===== config.mk =====
export PLATFORM = sky130hd
export DESIGN_NAME = router_sync_flat
export DESIGN_NICKNAME = d
export VERILOG_FILES = /design/src/rtl/router_sync_if.sv /design/src/rtl/router_sync.sv /design/src/flat_wrapper.sv
export SDC_FILE = /design/constraint.sdc
export NUM_CORES = 1
export LEC_CHECK = 0
export CAP_MARGIN = 10
export CELL_PAD_IN_SITES_DETAIL_PLACEMENT = 2
export CELL_PAD_IN_SITES_GLOBAL_PLACEMENT = 2
export CORE_AREA = 2 2 61 63
export CTS_BUF_LIST = sky130_fd_sc_hd__clkbuf_16
export DETAILED_ROUTE_END_ITERATION = 6
export DIE_AREA = 0 0 63 65
export PLACE_DENSITY_LB_ADDON = 0.1
export SYNTH_ARGS = -nofsm -noshare
export SYNTH_HDL_FRONTEND = slang
export SYNTH_SLANG_ARGS = --single-unit

===== constraint.sdc =====
create_clock -name clock -period 2.4 [get_ports clock]
set_input_delay 0.48 -clock clock [delete_from_list [all_inputs] [get_ports clock]]
set_output_delay 0.48 -clock clock [all_outputs]
set_load 0.01 [all_outputs]

===== src/rtl/router_sync_if.sv =====
// Port bundle between the router FSM, the three output FIFOs and router_sync.
// master drives the FSM/FIFO/port side, slave is the sync stage itself.
interface router_sync_if;
  logic       detect_add;
  logic [1:0] data_in;
  logic       write_enb_reg;
  logic       read_enb_0;
  logic       read_enb_1;
  logic       read_enb_2;
  logic       empty_0;
  logic       empty_1;
  logic       empty_2;
  logic       full_0;
  logic       full_1;
  logic       full_2;
  logic [2:0] write_enb;
  logic       fifo_full;
  logic       vld_out_0;
  logic       vld_out_1;
  logic       vld_out_2;
  logic       soft_reset_0;
  logic       soft_reset_1;
  logic       soft_reset_2;

  modport master (
    output detect_add,
    output data_in,
    output write_enb_reg,
    output read_enb_0,
    output read_enb_1,
    output read_enb_2,
    output empty_0,
    output empty_1,
    output empty_2,
    output full_0,
    output full_1,
    output full_2,
    input  write_enb,
    input  fifo_full,
    input  vld_out_0,
    input  vld_out_1,
    input  vld_out_2,
    input  soft_reset_0,
    input  soft_reset_1,
    input  soft_reset_2
  );

  modport slave (
    input  detect_add,
    input  data_in,
    input  write_enb_reg,
    input  read_enb_0,
    input  read_enb_1,
    input  read_enb_2,
    input  empty_0,
    input  empty_1,
    input  empty_2,
    input  full_0,
    input  full_1,
    input  full_2,
    output write_enb,
    output fifo_full,
    output vld_out_0,
    output vld_out_1,
    output vld_out_2,
    output soft_reset_0,
    output soft_reset_1,
    output soft_reset_2
  );
endinterface


===== src/rtl/router_sync.sv =====
// Address latch, FIFO write steering and per-port idle watchdogs
// sitting between the 1x3 router FSM and its three output FIFOs.
module router_sync #(
  parameter int TIMEOUT = 30,
  parameter int CW      = 6
) (
  input logic        clock,
  input logic        resetn,
  router_sync_if.slave bus
);

  logic [1:0]    int_addr;
  logic [2:0]    vld;
  logic [2:0]    rd;
  logic [2:0]    full;
  logic [2:0]    sr;
  logic [2:0]    sr_nxt;
  logic [CW-1:0] cnt [3];
  logic [CW-1:0] cnt_nxt [3];
  logic [2:0]    wen;
  logic          sel_full;

  localparam logic [CW-1:0] LAST = CW'(TIMEOUT - 1);

  assign vld  = ~{bus.empty_2, bus.empty_1, bus.empty_0};
  assign rd   = {bus.read_enb_2, bus.read_enb_1, bus.read_enb_0};
  assign full = {bus.full_2, bus.full_1, bus.full_0};

  always_ff @(posedge clock) begin
    if (!resetn) begin
      int_addr <= 2'b11;
    end else if (bus.detect_add) begin
      int_addr <= bus.data_in;
    end
  end

  // Decode always uses the registered address, so a header arriving
  // alongside a write strobe only takes effect on the following cycle.
  always_comb begin
    wen      = 3'b000;
    sel_full = 1'b0;
    unique case (1'b1)
      (int_addr == 2'd0): begin
        wen[0]   = bus.write_enb_reg;
        sel_full = full[0];
      end
      (int_addr == 2'd1): begin
        wen[1]   = bus.write_enb_reg;
        sel_full = full[1];
      end
      (int_addr == 2'd2): begin
        wen[2]   = bus.write_enb_reg;
        sel_full = full[2];
      end
      default: begin
        wen      = 3'b000;
        sel_full = 1'b0;
      end
    endcase
  end

  assign bus.write_enb = wen;
  assign bus.fifo_full = sel_full & resetn;

  assign bus.vld_out_0 = vld[0];
  assign bus.vld_out_1 = vld[1];
  assign bus.vld_out_2 = vld[2];

  // Any read or an empty FIFO restarts the window from zero.
  always_comb begin
    for (int i = 0; i < 3; i++) begin
      cnt_nxt[i] = '0;
      sr_nxt[i]  = 1'b0;
      if (vld[i] && !rd[i]) begin
        if (cnt[i] == LAST) begin
          sr_nxt[i] = 1'b1;
        end else begin
          cnt_nxt[i] = cnt[i] + 1'b1;
        end
      end
    end
  end

  always_ff @(posedge clock) begin
    if (!resetn) begin
      for (int i = 0; i < 3; i++) begin
        cnt[i] <= '0;
      end
      sr <= 3'b000;
    end else begin
      for (int i = 0; i < 3; i++) begin
        cnt[i] <= cnt_nxt[i];
      end
      sr <= sr_nxt;
    end
  end

  assign bus.soft_reset_0 = sr[0];
  assign bus.soft_reset_1 = sr[1];
  assign bus.soft_reset_2 = sr[2];

endmodule


===== src/flat_wrapper.sv =====
// flat-port wrapper written by rule: the top's interface ports become plain ports
module router_sync_flat 
#(
  parameter int TIMEOUT = 30,
  parameter int CW      = 6
)
  (clock, resetn, bus_detect_add, bus_data_in, bus_write_enb_reg, bus_read_enb_0, bus_read_enb_1, bus_read_enb_2, bus_empty_0, bus_empty_1, bus_empty_2, bus_full_0, bus_full_1, bus_full_2, bus_write_enb, bus_fifo_full, bus_vld_out_0, bus_vld_out_1, bus_vld_out_2, bus_soft_reset_0, bus_soft_reset_1, bus_soft_reset_2);
  router_sync_if bus_i ();
  input logic clock;
  input logic resetn;
  input wire logic [$bits(bus_i.detect_add)-1:0] bus_detect_add;
  input wire logic [$bits(bus_i.data_in)-1:0] bus_data_in;
  input wire logic [$bits(bus_i.write_enb_reg)-1:0] bus_write_enb_reg;
  input wire logic [$bits(bus_i.read_enb_0)-1:0] bus_read_enb_0;
  input wire logic [$bits(bus_i.read_enb_1)-1:0] bus_read_enb_1;
  input wire logic [$bits(bus_i.read_enb_2)-1:0] bus_read_enb_2;
  input wire logic [$bits(bus_i.empty_0)-1:0] bus_empty_0;
  input wire logic [$bits(bus_i.empty_1)-1:0] bus_empty_1;
  input wire logic [$bits(bus_i.empty_2)-1:0] bus_empty_2;
  input wire logic [$bits(bus_i.full_0)-1:0] bus_full_0;
  input wire logic [$bits(bus_i.full_1)-1:0] bus_full_1;
  input wire logic [$bits(bus_i.full_2)-1:0] bus_full_2;
  output wire logic [$bits(bus_i.write_enb)-1:0] bus_write_enb;
  output wire logic [$bits(bus_i.fifo_full)-1:0] bus_fifo_full;
  output wire logic [$bits(bus_i.vld_out_0)-1:0] bus_vld_out_0;
  output wire logic [$bits(bus_i.vld_out_1)-1:0] bus_vld_out_1;
  output wire logic [$bits(bus_i.vld_out_2)-1:0] bus_vld_out_2;
  output wire logic [$bits(bus_i.soft_reset_0)-1:0] bus_soft_reset_0;
  output wire logic [$bits(bus_i.soft_reset_1)-1:0] bus_soft_reset_1;
  output wire logic [$bits(bus_i.soft_reset_2)-1:0] bus_soft_reset_2;
  assign bus_i.detect_add = bus_detect_add;
  assign bus_i.data_in = bus_data_in;
  assign bus_i.write_enb_reg = bus_write_enb_reg;
  assign bus_i.read_enb_0 = bus_read_enb_0;
  assign bus_i.read_enb_1 = bus_read_enb_1;
  assign bus_i.read_enb_2 = bus_read_enb_2;
  assign bus_i.empty_0 = bus_empty_0;
  assign bus_i.empty_1 = bus_empty_1;
  assign bus_i.empty_2 = bus_empty_2;
  assign bus_i.full_0 = bus_full_0;
  assign bus_i.full_1 = bus_full_1;
  assign bus_i.full_2 = bus_full_2;
  assign bus_write_enb = bus_i.write_enb;
  assign bus_fifo_full = bus_i.fifo_full;
  assign bus_vld_out_0 = bus_i.vld_out_0;
  assign bus_vld_out_1 = bus_i.vld_out_1;
  assign bus_vld_out_2 = bus_i.vld_out_2;
  assign bus_soft_reset_0 = bus_i.soft_reset_0;
  assign bus_soft_reset_1 = bus_i.soft_reset_1;
  assign bus_soft_reset_2 = bus_i.soft_reset_2;
  router_sync #(.TIMEOUT(TIMEOUT), .CW(CW)) u_core (.clock(clock), .resetn(resetn), .bus(bus_i));
endmodule

==> out/qor.txt <==
Crit start category: input port
Initial antenna violation count: 0
Yosys warning total: 0
Top cell type by total area after synthesis: dfxtp_1
Reg2reg start: u_core.cnt[0][0]
MaxCap Viol Count: 0
Post-CTS Hold Fix Bufs: 0
Ys flop type: dfxtp_1
CP startpoint: bus_full_2
Root buf cell: clkbuf_16
Layout cells sized above 1: 5.30%
Routed len/inst: 13.6 um
Avg Cell Area, Syn: 9.49 sq um
CTS Buffer Depth: 2
Post-layout minimum cycle time: 2.27 ns
Critical Path Sink Type: output pin
Endpoints failing setup: 0
PwrDens: 603 nW/um^2
Final slew viol count: 0
FF+latch count, synth: 23
Leakage: 0.493 nW
Row count: 22
Commonest non-fill, non-tap cell in the layout: clkdlybuf4s50_1
Area share of the largest cell type after synthesis: 47.1%
RePlAce Congestion: 0.652
Critical path type: in2out
Min-delay worst type: reg2reg
Overall routing resource usage: 12.9%
Post-synth EDFFs: 0
Post-Syn Area: 977 sq um
Netlist cell types: 22
Core Footprint: 3500 sq um
Async SR Flop Fraction: 0%
Die Ht: 65 um
Remaining DRCs: 0
Buffers on Ports: 24
DP HPWL: 1970 um
Tcrit/Tclk final: 94.4%
Least-Margin Pin Slew: 0.694 ns
Total Routed Length: 2440 um
Critical path required time: 1.92 ns
Worst VDD drop: 0.338 mV
CTS Buf Count: 3
Vias in the first global route: 849
CTS tree: done
Most frequent cells in the layout: clkdlybuf4s50_1, dfxtp_1, nor2_1, inv_1, nor3b_1
Ports: 25
Clk sinks: 23
Max Clock Skew: 0.00589 ns
Chip Width: 63 um
Fmax: 0.441 GHz
Die area: 4100 sq um
Setup TNS: 0 ns
Synth area leaders: dfxtp_1, ha_1, nor2_1
Final #Nets: 154
Area of the multi-input gates: 490 sq um
Worst-path clk slew: 0.06 ns
RSZ-0062 raised after global routing: no
H-tree levels: 1
Slew HR: 53.2%
Final worst setup slack: 0.134 ns
TritonRoute pass-1 iters: 3
First-pass GRT wire length: 3990 um
Final antenna-violating net count: 0
Peak fanout along the critical path: 1
Initial Utilization: 28.0%
Layout area overhead: 39.9%
Status: finished, final reports clean
Diodes inserted: 0
Setup bufs post-CTS: 0
Fillers: 408
Fin. Hold Viols: 0
Data arrival time of the critical path: 1.79 ns
Overflow after GRT: 0
Vias per cell: 4.53
Place WS: 0.116 ns
Largest net degree at the start of global routing: 15
Register area share after synthesis: 47.1%
PostCTS Resize Cnt: 0
Critical hold path startpoint: u_core.cnt[0][6]
DR vias: 816
Sequential Area: 460 sq um
Worst skew pair latency: 0.26 ns
Initial DRC count: 14
Post-synthesis cell count: 103
Syn Nets: 124
registers in the layout, indices dropped and copies added, names as in the netlist:
signal / count
u_core.cnt: 18
u_core.sr: 3
u_core.int_addr: 2
report_power, final:
part | switching, W | internal [W]
Sequential | 0.00000619 | 0.000386
Clock | 0.000146 | 0.000226
Combinational | 0.0000210 | 0.0000393
critical path, stage by stage:
cell             delay [ns]
clkdlybuf4s50_1        0.46
mux2i_1                0.06
o21ai_0                0.12
and2_1                 0.13
clkdlybuf4s50_1        0.52
final cells by class:
| cell class | count | share of cell area (%) |
|---|---|---|
| Tap cell | 48 | 4.39 |
| Clock buffer | 3 | 5.49 |
| Multi-Input combinational cell | 73 | 35.9 |
| Clock inverter | 1 | 0.549 |
| Timing Repair Buffer | 25 | 18.1 |
| Sequential cell | 23 | 33.7 |
| Inverter | 7 | 1.92 |
final timing paths:
path,to,slack (ns),depth (start not counted)
max,bus_fifo_full,0.13,5
min,u_core.cnt[0][6],0.47,1
min reg2reg,u_core.cnt[0][6],0.47,1
max reg2reg,u_core.cnt[0][4],0.90,4
metal layers:
metal / vias up / GRT usage, % / wire length [um]
li1: 401 / - / -
met1: 401 / 12.5 / 895
met2: 11 / 25.9 / 1450
met3: 3 / 2.60 / 52
met4: 0 / 5.83 / 40
met5: - / 0 / 0
cell usage after synthesis (3+ instances only):
| cell type | number |
|---|---|
| dfxtp_1 | 23 |
| xnor2_1 | 4 |
| inv_1 | 7 |
| mux2i_1 | 3 |
| nand2_1 | 5 |
| o21ai_0 | 6 |
| nor2_1 | 15 |
| ha_1 | 6 |
| nand3_1 | 6 |
| xor2_1 | 5 |
| nor3b_1 | 7 |
cells by family (layout without fill, tap and decap cells):
logic type | Yosys count | count (layout) | share of synthesized area [%]
buf+inv | 7 | 36 | 2.69
compound gates | 10 | 10 | 5.63
flops | 23 | 23 | 47.1
xor+xnor | 9 | 9 | 8.07
mux | 3 | 3 | 3.07
fa+ha+maj | 6 | 6 | 7.68
simple gates | 45 | 45 | 25.7
through the flow:
| step | utilization (%) | total power, W | hold WS (ns) | area (sq um) | instances |
|---|---|---|---|---|---|
| after floorplan | - | 0.000419 | 0.433 | 977 | 103 |
| after global placement | 36.8 | 0.000460 | 0.447 | 1280 | 176 |
| after detailed placement | 36.8 | 0.000463 | 0.458 | 1280 | 176 |
| after CTS | 39.1 | 0.000847 | 0.474 | 1370 | 180 |
| after global routing | 39.1 | 0.000860 | 0.489 | 1370 | 180 |
| final | 39.1 | 0.000825 | 0.469 | 1370 | 180 |
No activity file was read; power rests on OpenSTA's default activity.
